$ cat src/rtl/ring_decoder.sv
// ring_decoder: receive-side phase decoder and health monitor for a one-hot
// ring counter that rotates left.
// Ports:
//   clk, rst     rising-edge clock, asynchronous active-high reset
//   clear        synchronous clear of counters/sticky_err, back to SEARCH
//   sample_en    ring_in is sampled this cycle
//   ring_in      one-hot ring word
//   index        bit position of the hot bit in the last accepted sample
//   index_valid  index meaningful (LOCKED only)
//   locked       FSM in LOCKED
//   lap_pulse    one-cycle pulse on wrap from bit WIDTH-1 to bit 0
//   lap_count    completed laps, wraps
//   err          one-cycle pulse on a sequence error
//   err_count    sequence errors, saturating
//   sticky_err   set on any error until rst or clear
module ring_decoder #(
  parameter int WIDTH = 8,
  parameter int IDX_W = 3,
  parameter int CNT_W = 8
) (
  input  logic             clk,
  input  logic             rst,
  input  logic             clear,
  input  logic             sample_en,
  input  logic [WIDTH-1:0] ring_in,
  output logic [IDX_W-1:0] index,
  output logic             index_valid,
  output logic             locked,
  output logic             lap_pulse,
  output logic [CNT_W-1:0] lap_count,
  output logic             err,
  output logic [CNT_W-1:0] err_count,
  output logic             sticky_err
);

  typedef enum logic [1:0] {SEARCH, LOCKED, FAULT} state_t;

  state_t           state, state_nx;
  logic [WIDTH-1:0] expected, expected_nx;
  logic [IDX_W-1:0] index_nx;
  logic             lap_nx, err_nx, sticky_nx;
  logic [CNT_W-1:0] lap_count_nx, err_count_nx;

  logic             one_hot;
  logic [IDX_W-1:0] pos;
  logic [WIDTH-1:0] rot;

  assign one_hot = (ring_in != '0) && ((ring_in & (ring_in - WIDTH'(1))) == '0);
  assign rot     = {ring_in[WIDTH-2:0], ring_in[WIDTH-1]};

  always_comb begin
    pos = '0;
    for (int unsigned i = 0; i < WIDTH; i++) begin
      if (ring_in[i]) pos = IDX_W'(i);
    end
  end

  always_comb begin
    state_nx     = state;
    expected_nx  = expected;
    index_nx     = index;
    lap_nx       = 1'b0;
    err_nx       = 1'b0;
    sticky_nx    = sticky_err;
    lap_count_nx = lap_count;
    err_count_nx = err_count;
    if (clear) begin
      state_nx     = SEARCH;
      sticky_nx    = 1'b0;
      lap_count_nx = '0;
      err_count_nx = '0;
    end else begin
      case (state)
        SEARCH: begin
          if (sample_en && one_hot) begin
            index_nx    = pos;
            expected_nx = rot;
            state_nx    = LOCKED;
          end
        end
        LOCKED: begin
          if (sample_en) begin
            if (ring_in == expected) begin
              index_nx    = pos;
              expected_nx = rot;
              if (ring_in[0] && (index == IDX_W'(WIDTH - 1))) begin
                lap_nx       = 1'b1;
                lap_count_nx = lap_count + CNT_W'(1);
              end
            end else begin
              state_nx  = FAULT;
              err_nx    = 1'b1;
              sticky_nx = 1'b1;
              if (err_count != '1) err_count_nx = err_count + CNT_W'(1);
            end
          end
        end
        default: state_nx = SEARCH;  // FAULT lasts exactly one cycle
      endcase
    end
  end

  always_ff @(posedge clk or posedge rst) begin
    if (rst) begin
      state      <= SEARCH;
      expected   <= '0;
      index      <= '0;
      lap_pulse  <= 1'b0;
      err        <= 1'b0;
      sticky_err <= 1'b0;
      lap_count  <= '0;
      err_count  <= '0;
    end else begin
      state      <= state_nx;
      expected   <= expected_nx;
      index      <= index_nx;
      lap_pulse  <= lap_nx;
      err        <= err_nx;
      sticky_err <= sticky_nx;
      lap_count  <= lap_count_nx;
      err_count  <= err_count_nx;
    end
  end

  assign locked      = (state == LOCKED);
  assign index_valid = (state == LOCKED);

endmodule

$ cat config.mk
export PLATFORM = sky130hd
export DESIGN_NAME = ring_decoder
export DESIGN_NICKNAME = d
export VERILOG_FILES = /design/src/rtl/ring_decoder.sv
export SDC_FILE = /design/constraint.sdc
export NUM_CORES = 1
export LEC_CHECK = 0
export BUFFER_PORTS_ARGS = -buffer_cell sky130_fd_sc_hd__buf_2
export CELL_PAD_IN_SITES_DETAIL_PLACEMENT = 1
export CELL_PAD_IN_SITES_GLOBAL_PLACEMENT = 1
export CORE_MARGIN = 5
export CORE_UTILIZATION = 44
export CTS_BUF_LIST = sky130_fd_sc_hd__clkbuf_8
export DETAILED_ROUTE_END_ITERATION = 8
export GPL_TIMING_DRIVEN = 0
export PLACE_DENSITY = 0.81
export SLEW_MARGIN = 25
export SYNTH_ARGS = -nofsm -noshare
export SYNTH_HDL_FRONTEND = slang
export SYNTH_SLANG_ARGS = --single-unit
$ cat constraint.sdc
create_clock -name clk -period 2.35 [get_ports clk]
set_input_delay 0.1175 -clock clk [delete_from_list [all_inputs] [get_ports clk]]
set_output_delay 0.1175 -clock clk [all_outputs]
set_load 0.01 [all_outputs]
## Word-level counts from Yosys, hierarchy flattened

Index checks and enable logic that the tools add are counted.

- Bits in writable memories: 0
- Input bits: 12
- Output and inout bits: 24
- Register bits after elaboration: 32
- Memories: 0
- ROM bits: 0
- Logic and storage cells: 84
- Bits in latches: 0

- Shift operators: 0
- Divide/modulo/power cells: 0
- Multipliers: 0
- Eq/ne operators: 11
- Bitwise logic cells: 2
- Add/sub/neg operators: 3
- Reductions and logical operators: 17
- Mux-type cells: 43
- Magnitude comparators: 0

Operators with widths:

| kind | number |
|---|---|
| two-way mux 8 bit | 13 |
| two-way mux 3 bit | 9 |
| adder 8 x 1 -> 8 bit (second input constant) | 2 |
| one-hot mux 8 bit (2 select lines) | 1 |
| two-way mux 1 bit | 14 |
| nonzero test 2 bit | 6 |
| != test 3 bit (second input constant) | 3 |
| bitwise AND 8 bit | 1 |
| equality test 8 bit | 1 |
| logical NOT 8 bit | 1 |
| two-way mux 2 bit | 4 |
| != test 8 bit (second input constant) | 1 |
| AND reduction 4 bit | 2 |
| nonzero test 8 bit | 1 |
| subtractor 8 x 1 -> 8 bit (second input constant) | 1 |
| != test 2 bit (second input constant) | 3 |
| one-hot mux 3 bit (2 select lines) | 1 |
| AND reduction 3 bit | 2 |
| AND reduction 5 bit | 1 |
| one-hot mux 2 bit (2 select lines) | 1 |
| equality test 3 bit (second input constant) | 1 |
| logical AND 1 bit | 3 |
| equality test 2 x 1 -> 1 bit (second input constant) | 1 |
| logical NOT 2 bit | 1 |
| other kinds (2) | 2 |

## Depth between registers and ports, before layout

- Word-level depth: 10
- Gate-level depth with buffers: 7

## Least setup slack after synthesis

Ideal clock, no wire load.

- Path kind: register to register
- Start: register state[1]
- End: register lap_count[7]
- Stages on the path, launching flop included: 6
- Path buffers: 0
- Slack: 0.497 ns
- Period minus slack after synthesis: 1.853 ns
- Data arrival time: 1.726 ns
- Required time: 2.223 ns
- Setup time: 0.127 ns
- Path through: dfrtp_1 nand3b_1 nor2_1 nor4b_4 nand4_1 mux2_1

- Longest elaborated chain between the ends: 3

RTL lines:

| what | RTL line | RTL |
|---|---|---|
| start, declared | 38 | `state_t state, state_nx;` |
| start signal, assigned | 114 | `state <= state_nx;` |
| equality test 2 x 1 -> 1 bit | 73 | `case (state)` |
| nonzero test 2 bit (no source line) | n/a |  |
| AND reduction 4 bit (no source line) | n/a |  |
| end signal, assigned | 120 | `lap_count <= lap_count_nx;` |
| end, declared | 30 | `output logic [CNT_W-1:0] lap_count,` |

No other way between the ends.
A chain may end at the register's enable or synchronous reset.

## Worst setup path after layout

- Start: register expected[5]
- End: register expected[0]

- Longest elaborated chain between the ends: 3

RTL lines:

| what | RTL line | RTL |
|---|---|---|
| start, declared | 39 | `logic [WIDTH-1:0] expected, expected_nx;` |
| start signal, assigned | 115 | `expected <= expected_nx;` |
| equality test 8 bit | 83 | `if (ring_in == expected) begin` |
| != test 2 x 1 -> 1 bit (no source line) | n/a |  |
| AND reduction 5 bit (no source line) | n/a |  |

No other way between the ends.

==> results summary <==
The floorplan step set the die height to 74.37 um. The synthesized area came out at ~1800 um2. In the final routed layout, each cell accounts on average for 18.41 um. Counting flops with a built-in enable in the synthesized netlist gives 0. From left edge to right edge, the die measures around 74 um. After global routing the overflow that remains totals 0. The number of antenna violations at the first check in global routing came out at 0. The leakage power of the design came out at between 1 and 1.5 nW. The slack of the worst reg-to-reg path is slightly above 200 ps. The min-delay analysis places its worst path in the category input port to flip-flop. The worst setup path is launched from a flip-flop.

The ratio of total power to cell area is between 500 and 600 nW/um2. The number of warnings printed during yosys synthesis came out at 0. The first-pass detailed-route iteration total came out at 4. TritonCTS built the clock tree. The number of setup violations in the final report is 0.

The area fraction of the dominant cell type after synthesis came out at 43.93%. Setup slack on the critical path of the routed design comes to approximately 200 ps. The final-layout setup total negative slack came out at 0 ps. The top cell types in the final layout, fill and taps aside, are 34 x buf_2, 32 x dfrtp_1, 15 x nor2_1. The root cell of the clock tree is clkbuf_8. Ranked by total cell area, the synthesized netlist is headed by dfrtp_1 44%, mux2_2 4.9%, xnor2_1 4.3%. The worst IR drop on VDD is between 0.0002 and 0.0003 V. Among all flip-flop cells after synthesis, the most frequent one is dfrtp_1. The number of library cell types mapped by synthesis is 43. The number of global-route vias before repair came out at around 1700. The wire length of the first global-routing pass is 8390 um. The worst path arrival time came out at about 2300 ps.

The count of input and output buffers came out at 33. Of the available clock period, the critical path in the final layout requires between 90% and 100%. The minimum setup slack after placement is ~85 ps. The starting density of the core is a little under half. The number of design rule violations left after detail routing came out at 0. The critical path is of the flip-flop to flip-flop type. The core region is 4000 um2. The area after detailed placement is 2051 um2.

The worst hold margin is 73.38 ps. The worst path needs ~2100 ps of the cycle, external delays included. The overall global routing resource usage came out at between 10% and 20%. The sort of element at the end of the critical path is a flip-flop. The number of buffers on the longest clock path is 2. The count of max-cap constraint violations is 0. The clock tree synthesis step divided the H-tree into 2 levels.

Row generation in the floorplan step produced 23 rows. The max-slew violation total from the final report was 0. The total I/O pin count came out at 36. The wire length reported by the detailed router came out at roughly 5000 um. In the final design database the tool counted approximately 240 nets. Summed over all nets, the half-perimeter wirelength after detailed placement is between 3000 and 4000 um. The count of vias placed by the detailed router came out at about 1600.

The share of flip-flops with an asynchronous set or reset came out at 100.0%. The maximum number of pins on one net before global-route repair came out at 33. The finished cells cover 2197 um2. After clock tree synthesis, the clock-pin slew on the worst setup and hold paths is about 60 ps. Counting flops and latches in the post-synthesis netlist gives 32.

The synthesized netlist cell count came out at 177. The clock latency at the later pin of the worst-skew pair is 290 ps. The number of DRC markers after the initial detailed-route iteration came out at between 50 and 60. The average vias per placed instance is a little under 6.

The final worst clock skew is 8.785 ps. After synthesis, the mean cell area works out to 10.30 um2. Power comes to about 0.0013 W. The TritonCTS sink count came out at 32. STA puts the critical path data required time at 2510 ps. Synthesis produced a netlist with a net count of roughly 190. The die area is roughly 5500 um2. The number of hold-slack violations in the final timing report is 0. Compared with the post-synthesis result, the final layout area differs by 20.52%. The transition time at the pin with the least slew margin is just under 700 ps. The library cell used most frequently in the layout, excluding fill and tap cells, is buf_2. TritonCTS created 5 clock buffers.

The largest fanout on the critical path is 8. The number of antenna diodes in the final layout is 0. The residual antenna-violating net count after detailed routing is 0. The worst slew margin relative to its limit is 54.35%.

For this run, the top clock speed supported by timing is 466.0 MHz. The share of final-layout standard cells stronger than drive strength 1 is between 20% and 30%. Routability-driven placement finished with a final weighted congestion of between 0.8 and 0.9. The sequential fraction of the synthesis area came out at 43.93%. The run finished with clean final reports. The largest total area in the synthesized netlist belongs to dfrtp_1. Setup repair after global routing left no endpoint under its margin.
[cells in the mapped netlist (all sizes together) (4+ instances only)]
library cell and n:
nor3 8, o21a 5, nand3 5, and2 4, dfrtp 32, nor4 5
nand4 6, clkbuf 5, a311oi 4, nor2 15, nor2b 6, a21oi 10
xnor2 9, mux2 13, nand2 6, inv 6
[worst max-delay path: stages, from the launching register on]
cell and delay, ps:
dfrtp_1 380, xnor2_1 200, nand4_1 330, nor4b_2 620
a21oi_4 140, mux2_1 340
[sequential cells by signal, indices dropped and copies added, names as in the netlist]
register / count
err: 1
lap_pulse: 1
sticky_err: 1
expected: 8
lap_count: 8
err_count: 8
index: 3
state: 2
[worst paths after layout]
check / depth (start not counted) / startpoint / endpoint
worst max-delay path: 5 / expected[5] / expected[0]
worst min-delay path: 2 / sample_en / state[0]
worst max register to register: 5 / expected[5] / expected[0]
worst min register to register: 1 / sticky_err / sticky_err
max in group asynchronous: 3 / rst / expected[4]
min in group asynchronous: 3 / rst / err_count[0]
[routing by layer]
layer | vias to the layer above | GRT usage [%] | share of wire [%]
met2 | 32 | 34.44 | 51
met1 | 784 | 24.58 | 44
met4 | 0 | 5.534 | 1.6
met5 | - | 0 | 0
li1 | 745 | - | -
met3 | 8 | 4.595 | 4.0
[logic make-up (layout without fill, tap and decap cells)]
family,after synthesis,after routing,share of synthesized area (%)
xor+xnor,9,9,4.324
fa+ha+maj,2,2,1.372
buf+inv,13,58,2.951
compound gates,37,37,15.92
simple gates,69,69,22.37
mux,15,15,9.128
flops,32,32,43.93
[power by group]
group | switching [W] | internal, W | leakage [nW] | total (W)
clock | 0.000204 | 0.000310 | 0.0593 | 0.000515
sequential | 0.0000226 | 0.000578 | 0.441 | 0.000600
combinational | 0.0000987 | 0.0000602 | 0.537 | 0.000159
[through the flow]
step / cells / utilization, %
after floorplan: 177 / -
after global placement: 260 / 51.27
after detailed placement: 260 / 51.27
after CTS: 269 / 54.21
after global routing: 272 / 54.93
final: 272 / 54.93
[repair_timing]
item,4_1_cts,5_1_grt
gates resized for setup,0,1
endpoints found under the setup margin,0,4
hold buffers,1,0
hold endpoints to repair,32,0
buffers inserted,0,3
[final cells by class]
cell class	count	area, um2
Fill cell	467	1803
Tap cell	50	62.56
Timing Repair Buffer	37	197.7
Buffer	7	31.28
Clock buffer	5	68.82
Clock inverter	3	38.79
Sequential cell	32	800.8
Inverter	6	22.52
Multi-Input combinational cell	132	974.7
(Power assumes the default switching activity.)
